$ cat config.mk
export PLATFORM = sky130hd
export DESIGN_NAME = ahb_button_irq
export DESIGN_NICKNAME = d
export VERILOG_FILES = /design/src/rtl/ahb_button_pkg.sv /design/src/rtl/ahb_button_irq_debounce.sv /design/src/rtl/ahb_button_irq.sv
export SDC_FILE = /design/constraint.sdc
export NUM_CORES = 1
export LEC_CHECK = 0
export ABC_CLOCK_PERIOD_IN_PS = 2410
export CORE_MARGIN = 4
export CORE_UTILIZATION = 27
export CTS_CLUSTER_DIAMETER = 200
export DETAILED_ROUTE_END_ITERATION = 6
export HOLD_SLACK_MARGIN = 0.1
export PLACE_DENSITY = 0.51
export SYNTH_ARGS = -nofsm -noshare
export SYNTH_HDL_FRONTEND = slang
export SYNTH_SLANG_ARGS = --single-unit
$ cat constraint.sdc
create_clock -name HCLK -period 2.41 [get_ports HCLK]
set_input_delay 0.3615 -clock HCLK [delete_from_list [all_inputs] [get_ports HCLK]]
set_output_delay 0.3615 -clock HCLK [all_outputs]
set_load 0.05 [all_outputs]
$ cat src/rtl/ahb_button_pkg.sv
// Shared register map for the AHB button/IRQ peripheral.
// Offsets are word indices, decoded from HADDR[4:2].
package ahb_button_pkg;

  localparam int unsigned ADDR_DEC_W = 3;

  localparam logic [ADDR_DEC_W-1:0] REG_DATA    = 3'd0;
  localparam logic [ADDR_DEC_W-1:0] REG_RAW     = 3'd1;
  localparam logic [ADDR_DEC_W-1:0] REG_RISE_EN = 3'd2;
  localparam logic [ADDR_DEC_W-1:0] REG_FALL_EN = 3'd3;
  localparam logic [ADDR_DEC_W-1:0] REG_STATUS  = 3'd4;

endpackage

$ cat src/rtl/ahb_button_irq_debounce.sv
// One button channel: 2-FF synchroniser, hold-time debouncer and edge detector.
module button_debounce #(
  parameter int unsigned DEBOUNCE_CYCLES = 50000
) (
  input  logic HCLK,
  input  logic HRESETn,
  input  logic button,
  output logic sync,
  output logic stable,
  output logic rise,
  output logic fall
);

  localparam int unsigned      CW      = $clog2(DEBOUNCE_CYCLES) + 1;
  localparam logic [CW-1:0]    CNT_MAX = CW'(DEBOUNCE_CYCLES - 1);

  logic          meta;
  logic          stable_d;
  logic [CW-1:0] cnt;

  always_ff @(posedge HCLK or negedge HRESETn) begin
    if (!HRESETn) begin
      meta     <= 1'b0;
      sync     <= 1'b0;
      stable   <= 1'b0;
      stable_d <= 1'b0;
      cnt      <= '0;
    end else begin
      meta     <= button;
      sync     <= meta;
      stable_d <= stable;
      // Any return to the stable level restarts the hold count.
      if (sync == stable) begin
        cnt <= '0;
      end else if (cnt == CNT_MAX) begin
        stable <= sync;
        cnt    <= '0;
      end else begin
        cnt <= cnt + CW'(1);
      end
    end
  end

  assign rise = stable & ~stable_d;
  assign fall = ~stable & stable_d;

endmodule

$ cat src/rtl/ahb_button_irq.sv
// AHB-Lite zero-wait-state slave: debounced buttons with per-edge interrupt
// enables, sticky W1C status and one level IRQ.
module ahb_button_irq
  import ahb_button_pkg::*;
#(
  parameter int unsigned N_BTN           = 8,
  parameter int unsigned DEBOUNCE_CYCLES = 50000
) (
  input  logic             HCLK,
  input  logic             HRESETn,
  input  logic             HSEL,
  input  logic             HREADY,
  input  logic [31:0]      HADDR,
  input  logic [1:0]       HTRANS,
  input  logic             HWRITE,
  input  logic [2:0]       HSIZE,
  input  logic [31:0]      HWDATA,
  output logic             HREADYOUT,
  output logic [31:0]      HRDATA,
  input  logic [N_BTN-1:0] BUTTON,
  output logic             IRQ
);

  logic                  r_hsel;
  logic                  r_hwrite;
  logic [1:0]            r_htrans;
  logic [ADDR_DEC_W-1:0] r_haddr;

  logic [N_BTN-1:0] sync_vec;
  logic [N_BTN-1:0] stable_vec;
  logic [N_BTN-1:0] rise_vec;
  logic [N_BTN-1:0] fall_vec;

  logic [N_BTN-1:0] rise_en;
  logic [N_BTN-1:0] fall_en;
  logic [N_BTN-1:0] status;
  logic [N_BTN-1:0] w1c;
  logic [N_BTN-1:0] wdata;

  logic wr_act;
  logic rd_act;
  logic unused_ok;

  assign HREADYOUT = 1'b1;
  assign unused_ok = ^{HSIZE, HADDR[31:5], HADDR[1:0], HWDATA};

  for (genvar i = 0; i < N_BTN; i++) begin : g_ch
    button_debounce #(
      .DEBOUNCE_CYCLES(DEBOUNCE_CYCLES)
    ) u_db (
      .HCLK   (HCLK),
      .HRESETn(HRESETn),
      .button (BUTTON[i]),
      .sync   (sync_vec[i]),
      .stable (stable_vec[i]),
      .rise   (rise_vec[i]),
      .fall   (fall_vec[i])
    );
  end

  always_ff @(posedge HCLK or negedge HRESETn) begin
    if (!HRESETn) begin
      r_hsel   <= 1'b0;
      r_hwrite <= 1'b0;
      r_htrans <= '0;
      r_haddr  <= '0;
    end else if (HREADY) begin
      r_hsel   <= HSEL;
      r_hwrite <= HWRITE;
      r_htrans <= HTRANS;
      r_haddr  <= HADDR[4:2];
    end
  end

  assign wr_act = r_hsel & r_htrans[1] & r_hwrite & HREADY;
  assign rd_act = r_hsel & r_htrans[1] & ~r_hwrite;
  assign wdata  = HWDATA[N_BTN-1:0];
  assign w1c    = (wr_act && (r_haddr == REG_STATUS)) ? wdata : '0;

  always_ff @(posedge HCLK or negedge HRESETn) begin
    if (!HRESETn) begin
      rise_en <= '0;
      fall_en <= '0;
    end else if (wr_act) begin
      if (r_haddr == REG_RISE_EN) rise_en <= wdata;
      if (r_haddr == REG_FALL_EN) fall_en <= wdata;
    end
  end

  // Set terms are OR-ed after the clear so a same-cycle edge is never lost.
  always_ff @(posedge HCLK or negedge HRESETn) begin
    if (!HRESETn) begin
      status <= '0;
      IRQ    <= 1'b0;
    end else begin
      status <= (status & ~w1c) | (rise_vec & rise_en) | (fall_vec & fall_en);
      IRQ    <= |status;
    end
  end

  always_comb begin
    HRDATA = '0;
    if (rd_act) begin
      case (r_haddr)
        REG_DATA:    HRDATA = 32'(stable_vec);
        REG_RAW:     HRDATA = 32'(sync_vec);
        REG_RISE_EN: HRDATA = 32'(rise_en);
        REG_FALL_EN: HRDATA = 32'(fall_en);
        REG_STATUS:  HRDATA = 32'(status);
        default:     HRDATA = '0;
      endcase
    end
  end

endmodule

# After elaboration in Yosys (flattened, before gate mapping)

Cells that the tools add are included.

Reductions and logical operators: 13
Muxes and demuxes: 19
Bitwise gates (word level): 51
$add $sub $neg: 8
Equality and inequality tests: 20

Operators by type and width:

| kind                                                                    | number |
|---|---|
| 17-bit two-way mux                                                      | 16 |
| 17-bit by 1-bit adder with 17-bit output, second input constant         | 8 |
| 17-bit by 16-bit equality test with 1-bit output, second input constant | 8 |
| 8-bit case mux with 5 select lines                                      | 1 |
| 1-bit NOT                                                               | 25 |
| 8-bit AND                                                               | 3 |
| 1-bit AND                                                               | 20 |
| 2-bit AND reduction                                                     | 10 |
| 8-bit two-way mux                                                       | 2 |
| 8-bit OR                                                                | 2 |
| 1-bit equality test                                                     | 8 |
| 8-bit NOT                                                               | 1 |
| 8-bit OR reduction                                                      | 1 |
| 3-bit by 2-bit equality test with 1-bit output, second input constant   | 2 |
| 3-bit by 1-bit equality test with 1-bit output, second input constant   | 1 |
| 3-bit equality test, second input constant                              | 1 |
| 3-bit zero test                                                         | 1 |
| 1-bit logical AND                                                       | 1 |

Bits in registers: 200
Output and inout bits: 34
Word-level logic and storage cells: 159

# Depth between registers and ports, before layout

Word-level depth: 9
Depth in mapped cells: 6

# Modules after synthesis

A second synthesis with hierarchy kept.

Cells, all modules: 944
Area total of the unflattened synthesis: 9917.0 um^2

By module, submodules not included:

| module          | times used | area an instance (um^2) | cells each | seq. area each (um^2) |
|---|---|---|---|---|
| button_debounce | 8          | 997.2                   | 95         | 525.5 |
| ahb_button_irq  | 1          | 1939.4                  | 184        | 775.7 |

# Least setup slack after synthesis

No wires, ideal clock.

Kind: flip-flop to output port
Start: register r_haddr[0]
End: output HRDATA[4]
Buffers on the path: 2
Data required time: 2.049 ns
Arrival: 1.669 ns
Setup slack: 0.379 ns
Stages on the path, launching flop included: 7
Path through: dfrtp_1 -> clkbuf_1 -> buf_2 -> mux2_2 -> a22oi_1 -> o22ai_1 -> and2_1

Longest elaborated chain between the ends: 3
Elaborated cells between the ends (all ways): 7
Those cells by class: 4 x eq/ne; 2 x mux; 1 x reduce/logical

Ends and longest elaborated chain:

| element                                           | line                  | RTL |
|---|---|---|
| from (decl)                                       | ahb_button_irq.sv:27  | `logic [ADDR_DEC_W-1:0] r_haddr;` |
| from (signal assigned)                            | ahb_button_irq.sv:71  | `r_haddr <= HADDR[4:2];` |
| 3-bit equality test, or another cell as far along | ahb_button_irq.sv:104 | `case (r_haddr)` |
| 8-bit case mux with 5 select lines (*)            | ahb_button_irq.sv:104 |  |
| 8-bit two-way mux (*)                             | ahb_button_irq.sv:103 | `if (rd_act) begin` |
| to (decl)                                         | ahb_button_irq.sv:19  | `output logic [31:0] HRDATA,` |

Every way passes the cells marked *; elsewhere a longest branch is shown, timed or not.

# Worst setup path in the final report

Start: register r_haddr[0]
End: output HRDATA[6]

The elaborated chain is that of the path after synthesis.

==> impl_metrics.ini <==
[power_and_ir_drop]
power.density_nw_per_um2 = 609
power_frac_seq_pct = 51.3
clockPowerShare_pct = 40.3
comb_power_share_pct = 8.4
p_sw_mw = 1.84
peakVddDrop_mv = 0.492
switching_share_pct = 26.6
finalPower_mw = 6.92
cellLeakagePower_nw = 4.64
p_int_mw = 5.08

[synthesis]
netlist_area_um2 = 9690
synth_seq_cells = 199
synth_cell_type_count = 42
synthCells = 929
yosysWarnings = 0
synthFlopType = dfrtp_1
seq_area_frac_synth_pct = 51.4
synth_area_leaders = dfrtp_1 (51%), xnor2_1 (9.4%), nor2_1 (6.0%), mux2_2 (4.3%), nor4_1 (2.9%)
async_flop_share_pct = 100
yosys-top-cells-count = dfrtp_1 (199), nor2_1 (155), xnor2_1 (104), nand2_1 (56), nor4_1 (45)
synth.avg_cell_area_um2 = 10.4
synth.most_common_cell = dfrtp_1
synth_edf_count = 0
synth_top_cell_by_area = dfrtp_1
netlist.area_leader.share_pct = 51.4

[placed_design]
dp.cells = 1430
port_buffers = 33
dp_slack_ns = 0.195
gp_congestion = 0.787
hpwl_um = 13600

[cells_and_area]
antenna_cells = 0
final_util_pct = 32.0
n_fill_cell = 3609
fin_cells = 1467
layout.nets = 1083
syn2layout_area_growth_pct = 17.3
drive_above_1_share_pct = 15.7

[timing]
hold_viol = 0
min_period_ns = 2.31
fmax_mhz = 434
fin_ws_ns = 0.104
setup_viol = 0
min_period_over_period_pct = 95.7
max_slew.worst_pin.slew_ns = 0.568
clock_skew_ns = 0.0108
maxSlewViolCount = 0
fin_setup_tns_ns = 0
rsz0062_at_grt = true
relSlewSlack_pct = 62.0

[floorplan]
fp.dieArea_um2 = 39000
die_width_um = 197
io_pins = 116
core_um2 = 35500
die_h_um = 197
start_util_pct = 27.3
fp-row-count = 69

[clock_network]
cts_max_level = 4
root_buffer = clkbuf_16
cts_sinks = 199
cts_buffers = 17
clk_pin_slew_worst_paths_ns = 0.07
clock_latency_ns = 0.44
cts_buffer_depth = 2
cts_tree = done

[run]
maxCapViolCount = 0

[worst_setup_path]
cp_slowest_cell = dfrtp_2
worstSetupPathType = reg2out
critical_path.most_common_cell = buf_4
critical_path_peak_fanout = 8
reg2reg_from = g_ch[3].u_db.cnt[0]
critPathCaptureType = primary output
critPathMaxStageDelay_ns = 0.47
cp_data_arrival_time_ns = 1.94
critPathRequiredTime_ns = 2.05
crit_path_start_kind = flip-flop
critPathLaunch = r_haddr[0]
cp_cell_sequence = buf_4 > buf_4 > mux2i_1 > o21a_1 > o22ai_1 > and2_4 > buf_12

[drt]
firstDrtPassIters = 5
top_layer_used = met4
wl_met1_um = 9920
antenna_left = 0
drt-vias-per-instance = 4.53
wl_met3_um = 552
dr_total_vias = 6649
drtIter0Drc = 456
drcViolationCount = 0
avgRoutedWirePerCell_um = 13.3
wl_met2_um = 8900
drt-total-wl_um = 19600

[min_path]
hp-class = reg2reg
min-delay-start = g_ch[5].u_db.meta

[global_route]
grt_max_degree = 71
grt.total_usage_pct = 10.5
first_global_vias = 6477
antenna_found_initial = 0
grt_overflow_total = 0
grt_pass1_wl_um = 33400

[status]
status = finished clean
[cell type report]
class	count	area (um2)	share of cell area [%]
clock inverter	13	128	1.12
clock buffer	19	433	3.81
multi-input combinational	672	4390	38.7
inverter	33	124	1.09
sequential	199	4980	43.8
tap	461	577	5.08
timing repair buffer	70	727	6.40
[worst max-delay path, delay by kind of cell, from the launching register on]
family	cells	cell delay (ns)
compound gates	2	0.31
buf+inv	3	0.44
flops	1	0.47
mux	1	0.11
simple gates	1	0.19
[state kept, by name (all words and copies together) (netlist names)]
signal              count
g_ch.u_db.cnt         136
fall_en                 8
g_ch.u_db.meta          8
g_ch.u_db.stable        8
g_ch.u_db.stable_d      8
g_ch.u_db.sync          8
rise_en                 8
status                  8
r_haddr                 3
IRQ                     1
r_hsel                  1
r_htrans                1
r_hwrite                1
[layout by cell type (no fill, tap or decap), drive strengths merged, types with 9 or more instances in the layout]
master | Yosys | routed
a22oi | 14 | 14
nor4 | 45 | 45
buf | 36 | 44
and2 | 9 | 9
nor3 | 27 | 27
nand2 | 56 | 56
conb | 2 | 25
xor2 | 20 | 20
mux2 | 37 | 37
nand4 | 41 | 41
clkbuf | 12 | 20
inv | 33 | 43
nor2 | 166 | 166
o22ai | 15 | 15
nand3 | 44 | 44
or3 | 10 | 10
clkdlybuf4s50 | 0 | 24
xnor2 | 104 | 104
dfrtp | 199 | 199
[per-layer routing]
metal	global-route usage, %	up-vias
met5	0	-
met4	3.08	0
met3	2.10	14
met2	15.8	82
met1	15.3	3261
li1	-	3292
[power by group through the flow]
stage	Combinational, mW	Sequential [mW]	Clock, mW
5_1_grt	0.648	3.57	3.04
3_5_place_dp	0.562	3.62	0
6_report	0.581	3.55	2.79
3_3_place_gp	0.558	3.62	0
2_1_floorplan	0.390	3.58	0
4_1_cts	0.574	3.55	2.90
[final timing paths]
| kind | endpoint | slack (ns) | cells after the start |
|---|---|---|---|
| setup / recovery | HRDATA[6] | 0.10 | 7 |
| hold / removal | g_ch[5].u_db.sync | 0.35 | 0 |
| setup reg to reg | g_ch[3].u_db.cnt[9] | 0.36 | 6 |
| hold reg to reg | g_ch[5].u_db.sync | 0.35 | 0 |
| max in group asynchronous | r_haddr[1] | 1.20 | 3 |
| min in group asynchronous | g_ch[2].u_db.cnt[4] | 0.45 | 2 |
[cell families after synthesis]
logic type	Yosys count	share of synthesized area [%]
AND/OR/NAND/NOR	420	21.5
flip-flops	199	51.4
XOR/XNOR	124	11.2
buffers and inverters	81	4.73
AO/OA/AOI/OAI	57	5.67
multiplexers	38	4.40
adder cells (fa/ha/maj)	8	1.03
other	2	0.0775
[stage by stage]
stage	hold slack [ns]	cell area [um2]
3_5_place_dp	0.335	10700
6_report	0.350	11400
5_1_grt	0.319	11400
3_3_place_gp	0.335	10700
4_1_cts	0.325	11300
2_1_floorplan	0.0659	9770
[what timing repair did]
| action | CTS | global route |
|---|---|---|
| endpoints found under the hold margin | 48 | 0 |
| cloned | 0 | 0 |
| setup buffers | 2 | 2 |
| pin swaps | 0 | 3 |
| resized for setup | 11 | 19 |
| hold buffers | 1 | 0 |
| endpoints found under the setup margin | 8 | 8 |
No activity file was read; power rests on OpenSTA's default activity.
==> patch, RTL diff (same flow settings) <==
Register the output `IRQ` once more; this adds one clock of latency there. The other outputs are not delayed to match.
--- a/src/rtl/ahb_button_irq.sv
+++ b/src/rtl/ahb_button_irq.sv
@@ -22,2 +22,4 @@
 );
+
+  logic IRQ_s0;
 
@@ -93,6 +95,6 @@
       status <= '0;
-      IRQ    <= 1'b0;
+      IRQ_s0 <= 1'b0;
     end else begin
       status <= (status & ~w1c) | (rise_vec & rise_en) | (fall_vec & fall_en);
-      IRQ    <= |status;
+      IRQ_s0 <= |status;
     end
@@ -114,2 +116,6 @@
 
+  always_ff @(posedge HCLK) begin
+    IRQ <= IRQ_s0;
+  end
+
 endmodule
Check against the original RTL: same outputs for any inputs over 10 cycles, from zero or initial values and one cycle with HRESETn low; that may be too few to reach the edited logic, so the function may still have changed.
==> patch against the unedited design <==
- critical path type unchanged
- clock power up 2%
- setup slack lost 0.030 ns
- critical path depth stayed put
- total power grew 1.5%
- wire length is 0.42% higher
- final area rose by 0.68%
- synthesized area up 0.21%
- sequential cell count is 1 higher
- largest power group unchanged
==> patch: results (changes against the unedited design) <==
[timing]
max_slew.worst_pin.slew_ns=0.558  ; -0.00956 ns
timing.hold.ws_ns=0.350  ; -0.000652 ns
min_period_over_period_pct=97.0  ; +1.3 points
finClkSkew_ns=0.00934  ; -0.00145 ns

[final_layout]
final-clk-cell-share_pct=5.05  ; +0.12 points
final-nonclk-buf-share_pct=6.52  ; +0.12 points
seq_share_pct=43.7  ; -0.11 points
inv_count=33  ; unchanged
nClkBuffers=20  ; +1
regArea_sq_um=5000  ; +0.43%
nFillCells=3601  ; -0.22%
multiInputGateArea_sq_um=4410  ; +0.46%
n_all_buffers=69  ; -1.4%

[worst_setup_path]
crit_fanout=7  ; -1
regToRegStartpoint=g_ch[3].u_db.cnt[0]$_DFF_PN0_
reg2reg_to=g_ch[3].u_db.cnt[12]$_DFF_PN0_
r2r_slack_ns=0.41  ; +0.05 ns
cp-endpoint=HRDATA[5]
arrival_ns=1.98  ; +0.04 ns

[pwr]
irDropWorstVdd_mv=0.499  ; +1.5%
power.switching_mw=1.72  ; -6.7%
p_leak_nw=4.65  ; +0.22%

[place]
dp_hpwl_mm=13.8  ; +1.0%
placed_cells=1431  ; +0.070%
gp_congestion=0.758  ; -3.7%
place_ws_ns=0.304  ; +0.109 ns
placed_area_sq_um=10700  ; +0.30%

[outcome]
outcome=finished, final reports clean

[global_routing]
grt_pass1_vias=6595  ; +1.8%
grt_pass1_wl_mm=33.6  ; +0.43%
gr-usage-all-layers_pct=10.4  ; -0.029 points
grt_max_degree=59  ; -17%

[synthesis]
async_flop_share_pct=99.5  ; -0.50 points
yosysUniqueCellTypes=43  ; +2.4%
synth-seq-cells=200  ; +0.50%
postSynthCellCount=930  ; +0.11%
yosysSeqAreaShare_pct=51.5  ; +0.10 points
synth.avg_cell_area_sq_um=10.4  ; about the same
synth_area_leaders=dfrtp_1, xnor2_1, nor2_1

[drt]
routed_wl_mm=19.7  ; +0.42%
initialDrtViolationCount=372  ; -18%
wl_per_cell_um=13.4  ; +0.56%
viasPerCell=4.53  ; -0.10%

[cts]
cts_resized=4  ; -7
post-cts-setup-buffer-count=1  ; -1

==> patch: cell types whose count changed after synthesis, sizes merged <==
cell | unedited run | this run
dfxtp | 0 | 1
==> patch: logic make-up after synthesis <==
group	Yosys count	synth area share, %
flops	200	51.5
xor+xnor	124	11.2
compound gates	57	5.66
mux	38	4.40
buf+inv	81	4.72
other cells	2	0.0774
simple gates	420	21.4
fa+ha+maj	8	1.03
==> patch: worst register-to-register path: stages (launching register included) <==
cell and delay [ns]:
dfrtp_1 0.38, ha_1 0.22, and3_1 0.26, nand4_1 0.20, o41ai_4 0.51, buf_4 0.27
nor2_1 0.07
==> patch: per-layer routing <==
layer	part of all wire (%)	track usage [%]
met1	49	14.6
met5	0	0
met4	1.1	2.78
met2	47	16.8
met3	2.7	1.98
